`src/rtl/router_fsm_ctrl.sv`:
```
// Input-side packet controller for the 1x3 router: sequences header decode,
// payload load, full stall and parity handling, and strobes the datapath.
module router_fsm_ctrl (
    input  logic       clock,
    input  logic       reset,
    input  logic       pkt_valid,
    input  logic [1:0] data_in,
    input  logic       fifo_full,
    input  logic       fifo_empty_0,
    input  logic       fifo_empty_1,
    input  logic       fifo_empty_2,
    input  logic       soft_reset_0,
    input  logic       soft_reset_1,
    input  logic       soft_reset_2,
    input  logic       parity_done,
    input  logic       low_pkt_valid,
    output logic       detect_add,
    output logic       lfd_state,
    output logic       ld_state,
    output logic       laf_state,
    output logic       full_state,
    output logic       rst_int_reg,
    output logic       write_enb_reg,
    output logic       busy
);

    typedef enum logic [2:0] {
        DECODE_ADDRESS     = 3'd0,
        LOAD_FIRST_DATA    = 3'd1,
        WAIT_TILL_EMPTY    = 3'd2,
        LOAD_DATA          = 3'd3,
        FIFO_FULL_STATE    = 3'd4,
        LOAD_AFTER_FULL    = 3'd5,
        LOAD_PARITY        = 3'd6,
        CHECK_PARITY_ERROR = 3'd7
    } state_t;

    state_t     state;
    state_t     state_nxt;
    logic [1:0] addr_q;
    logic       hdr_valid;
    logic       hdr_empty;
    logic       sel_empty;
    logic       sel_soft;

    always_comb begin
        hdr_valid = pkt_valid && (data_in != 2'd3);
        case (data_in)
            2'd0:    hdr_empty = fifo_empty_0;
            2'd1:    hdr_empty = fifo_empty_1;
            2'd2:    hdr_empty = fifo_empty_2;
            default: hdr_empty = 1'b0;
        endcase
        case (addr_q)
            2'd0:    begin sel_empty = fifo_empty_0; sel_soft = soft_reset_0; end
            2'd1:    begin sel_empty = fifo_empty_1; sel_soft = soft_reset_1; end
            2'd2:    begin sel_empty = fifo_empty_2; sel_soft = soft_reset_2; end
            default: begin sel_empty = 1'b0;         sel_soft = 1'b0;         end
        endcase
    end

    always_comb begin
        state_nxt = state;
        case (state)
            DECODE_ADDRESS:
                if (hdr_valid) state_nxt = hdr_empty ? LOAD_FIRST_DATA : WAIT_TILL_EMPTY;
            WAIT_TILL_EMPTY:
                if (sel_empty) state_nxt = LOAD_FIRST_DATA;
            LOAD_FIRST_DATA:
                state_nxt = LOAD_DATA;
            LOAD_DATA:
                if (fifo_full)       state_nxt = FIFO_FULL_STATE;
                else if (!pkt_valid) state_nxt = LOAD_PARITY;
            FIFO_FULL_STATE:
                if (!fifo_full) state_nxt = LOAD_AFTER_FULL;
            LOAD_AFTER_FULL:
                if (parity_done)        state_nxt = DECODE_ADDRESS;
                else if (low_pkt_valid) state_nxt = LOAD_PARITY;
                else                    state_nxt = LOAD_DATA;
            LOAD_PARITY:
                state_nxt = CHECK_PARITY_ERROR;
            CHECK_PARITY_ERROR:
                state_nxt = fifo_full ? FIFO_FULL_STATE : DECODE_ADDRESS;
            default:
                state_nxt = DECODE_ADDRESS;
        endcase
        // The selected port's timeout overrides any normal transition.
        if (state != DECODE_ADDRESS && sel_soft)
            state_nxt = DECODE_ADDRESS;
    end

    // Outputs are decoded from the next state so they are registered alongside it.
    always_ff @(posedge clock) begin
        if (reset) begin
            state         <= DECODE_ADDRESS;
            addr_q        <= '0;
            detect_add    <= 1'b1;
            lfd_state     <= 1'b0;
            ld_state      <= 1'b0;
            laf_state     <= 1'b0;
            full_state    <= 1'b0;
            rst_int_reg   <= 1'b0;
            write_enb_reg <= 1'b0;
            busy          <= 1'b0;
        end else begin
            state <= state_nxt;
            if (state == DECODE_ADDRESS && hdr_valid)
                addr_q <= data_in;
            detect_add    <= (state_nxt == DECODE_ADDRESS);
            lfd_state     <= (state_nxt == LOAD_FIRST_DATA);
            ld_state      <= (state_nxt == LOAD_DATA);
            laf_state     <= (state_nxt == LOAD_AFTER_FULL);
            full_state    <= (state_nxt == FIFO_FULL_STATE);
            rst_int_reg   <= (state_nxt == CHECK_PARITY_ERROR);
            write_enb_reg <= (state_nxt == LOAD_DATA) || (state_nxt == LOAD_AFTER_FULL) ||
                             (state_nxt == LOAD_PARITY);
            busy          <= (state_nxt != DECODE_ADDRESS) && (state_nxt != LOAD_DATA);
        end
    end

endmodule
```
`config.mk`:
```
export PLATFORM = sky130hd
export DESIGN_NAME = router_fsm_ctrl
export DESIGN_NICKNAME = d
export VERILOG_FILES = /design/src/rtl/router_fsm_ctrl.sv
export SDC_FILE = /design/constraint.sdc
export NUM_CORES = 1
export LEC_CHECK = 0
export BUFFER_PORTS_ARGS = -buffer_cell sky130_fd_sc_hd__buf_2
export CORE_MARGIN = 10
export CORE_UTILIZATION = 37
export DETAILED_ROUTE_END_ITERATION = 8
export SYNTH_ARGS = -nofsm -noshare
export SYNTH_HDL_FRONTEND = slang
export SYNTH_SLANG_ARGS = --single-unit
```
`constraint.sdc`:
```
create_clock -name clock -period 1.9 [get_ports clock]
set_clock_uncertainty 0.05 [all_clocks]
set_input_delay 0.38 -clock clock [delete_from_list [all_inputs] [get_ports clock]]
set_output_delay 0.38 -clock clock [all_outputs]
set_load 0.02 [all_outputs]
```
==> run summary <==
Final ANT Viol Nets -> 0
Slew @ Worst Pin -> 0.327 ns
Total CTS buffers -> 3
Final hold slack -> 0.377 ns
Nets -> 118
Count of cell types in the netlist -> 33
Total power -> 0.657 mW
Largest net degree at the start of global routing -> 12
Buf/Inv on CP -> 0
CTS tree -> yes
CP Max Fanout -> 5
Async SR Flop Fraction -> 0
Root Buffer -> clkbuf_4
Regs by FF count -> state x3, addr_q x2
Element type at the critical path end -> flip-flop
R2R Setup Slk -> 0.06 ns
Placer Congestion -> 0.774
First-pass GRT wire length -> 2730 um
Outcome -> finished clean
Per-cell routed wire length -> 12.6 um
PwrDens -> 762 mW/mm^2
Worst Hold Path EP -> state[0]
Final Hold Viols -> 0
Via density -> 5.13
Peak Freq -> 543 MHz
Worst path max stage delay -> 0.37 ns
DIE AREA -> 0.00388 sq mm
Critical Path RT -> 2.03 ns
Die Wd -> 62.3 um
Post-CTS Setup Inserts -> 0
Antenna Cells -> 0
RR Startpoint -> addr_q[0]
Number of synthesized flops with an enable pin -> 0
Max Slew Vio Count -> 0
Residual DRC -> 0
IO Port Bufs -> 21
Post-Syn Nets -> 91
Synthesized area -> 661 sq um
Maximum vdd ir drop -> 0.434 mV
Final HPWL DP -> 1310 um
Critical path cell sequence -> mux2_4 -> a221o_1 -> o21a_1 -> a211o_1 -> a311oi_2
Final wirelength -> 1620 um
CP Class -> reg -> reg
Largest register by flop count -> state
Register area share after synthesis -> 0.394
Via count -> 656
Vias in the first global route -> 657
Finish-stage setup viols -> 0
#FFs+latches synth -> 13
Min-Delay Path Depth -> 2
Initial Util -> 0.387
# IOs -> 22
H-Tree Depth -> 1
Hold Crit Class -> in -> reg
Rows -> 15
DRT Pass-1 Iters -> 6
# hold bufs at CTS -> 0
Filler Cell Count -> 172
Clock Path Buffers -> 2
Clk slew on worst S/H paths -> 0.07 ns
Max Cap Violations -> 0
Critical path launch point type -> flip-flop
Die H -> 62.3 um
Finished Layout Cells -> 128
Avg Inst Size Synth -> 8.58 sq um
Area of the core -> 0.00171 sq mm
Beginning of the worst hold path -> reset
Cell family with most CP delay -> compound AO/OA/AOI/OAI gates
FF/Latch Area -> 264 sq um
Grt total ovfl -> 0
Syn-to-layout area delta -> 30.5%
Clk sinks -> 13
Period utilization -> 0.969
Min cycle time layout -> 1.84 ns
Cells after Synth -> 77
Share of cells above drive strength 1 -> 0.359
Ys Warns -> 0
Leakage -> 0.370 nW
First DRT Iteration DRCs -> 19
Initial antenna violation count -> 0
Multi-input gate area -> 394 sq um
Arr. time, crit path -> 1.97 ns
Total GRT Usage -> 0.0814
Worst-Skew Late Latency -> 0.27 ns
Max-slew headroom -> 0.781
Post-synth top flop -> dfxtp_1
Reg2reg path depth -> 5
CP max stage cell -> dfxtp_4
Reg2reg end -> write_enb_reg
Final Util -> 0.505
Cells after DPL -> 124
Max reg flops -> 3
power breakdown:
part	switching (mW)	internal [mW]	leakage, nW
clock	0.0800	0.0812	0.0150
sequential	0.0174	0.293	0.107
combinational	0.103	0.0820	0.249
how the worst max path moves through the flow:
stage / startpoint / end / slack (ns) / cells past startpoint
2_1_floorplan: addr_q[0] / write_enb_reg / 0.11 / 5
3_3_place_gp: soft_reset_0 / write_enb_reg / -0.02 / 7
3_5_place_dp: soft_reset_0 / write_enb_reg / -0.04 / 6
4_1_cts: addr_q[0] / write_enb_reg / 0.007 / 5
5_1_grt: addr_q[0] / write_enb_reg / -0.01 / 5
6_report: addr_q[0] / write_enb_reg / 0.06 / 5
cells in the final DEF, fill, tap and decap left out, types with 2 or more instances in the layout:
cell	Yosys	routed
a31oi_1	2	2
and3_1	2	2
buf_2	0	21
buf_4	0	4
clkbuf_4	0	3
dfxtp_1	13	12
inv_1	3	3
mux2i_1	3	3
nand2_1	4	4
nand3b_1	2	2
nor2_1	9	8
nor3_1	4	4
nor3b_1	2	2
nor4_1	2	2
o211ai_1	3	3
o21a_1	3	3
o21ai_0	4	3
cells in the mapped netlist, types with 2 or more instances:
cell | instances | share of area
o211ai_1 | 3 | 0.034
o21ai_0 | 4 | 0.030
and3_1 | 2 | 0.019
nand3b_1 | 2 | 0.023
o21a_1 | 3 | 0.034
inv_1 | 3 | 0.017
nor3_1 | 4 | 0.030
nor4_1 | 2 | 0.019
dfxtp_1 | 13 | 0.39
a31oi_1 | 2 | 0.019
nor3b_1 | 2 | 0.023
nor2_1 | 9 | 0.051
clkbuf_1 | 3 | 0.017
mux2i_1 | 3 | 0.045
nand2_1 | 4 | 0.023
worst register-to-register path, delay by kind of cell, from the launching register on:
| family | cells | cell delay [ns] |
|---|---|---|
| flip-flops | 1 | 0.37 |
| multiplexers | 1 | 0.29 |
| AO/OA/AOI/OAI | 4 | 1.04 |
through the flow:
step / setup TNS [ns] / instance area [sq um] / worst slack [ns]
after floorplan: 0 / 661 / 0.107
after CTS: 0 / 843 / 0.00716
after global placement: -0.0221 / 816 / -0.0221
after global routing: -0.0130 / 862 / -0.0115
after detailed placement: -0.0724 / 816 / -0.0430
final: 0 / 862 / 0.0586
timing repair:
| action | in CTS | in global routing |
|---|---|---|
| gates cloned | 0 | 0 |
| setup endpoints to repair | 5 | 7 |
| pin swaps | 0 | 2 |
| resized for setup | 1 | 6 |
routing by layer:
metal  vias up  GRT usage  share of wire
met2        24      0.137           0.50
li1        344          -              -
met5         -          0              0
met4         0     0.0168              0
met1       288     0.0926           0.42
met3         0     0.0358          0.082
cell type report:
type                            instances  share of cell area
Multi-Input combinational cell         58               0.457
Inverter                                3              0.0131
Sequential cell                        13               0.306
Tap cell                               25              0.0363
Clock buffer                            4              0.0305
Timing Repair Buffer                   25               0.157
cells by family after synthesis:
group / after synthesis / synth area share
muxes: 4 / 0.0682
DFF: 13 / 0.394
buffers and inverters: 6 / 0.0341
AOI/OAI and AO/OA: 23 / 0.250
and+or+nand+nor: 31 / 0.254
Power figures use the tool's default switching activity.
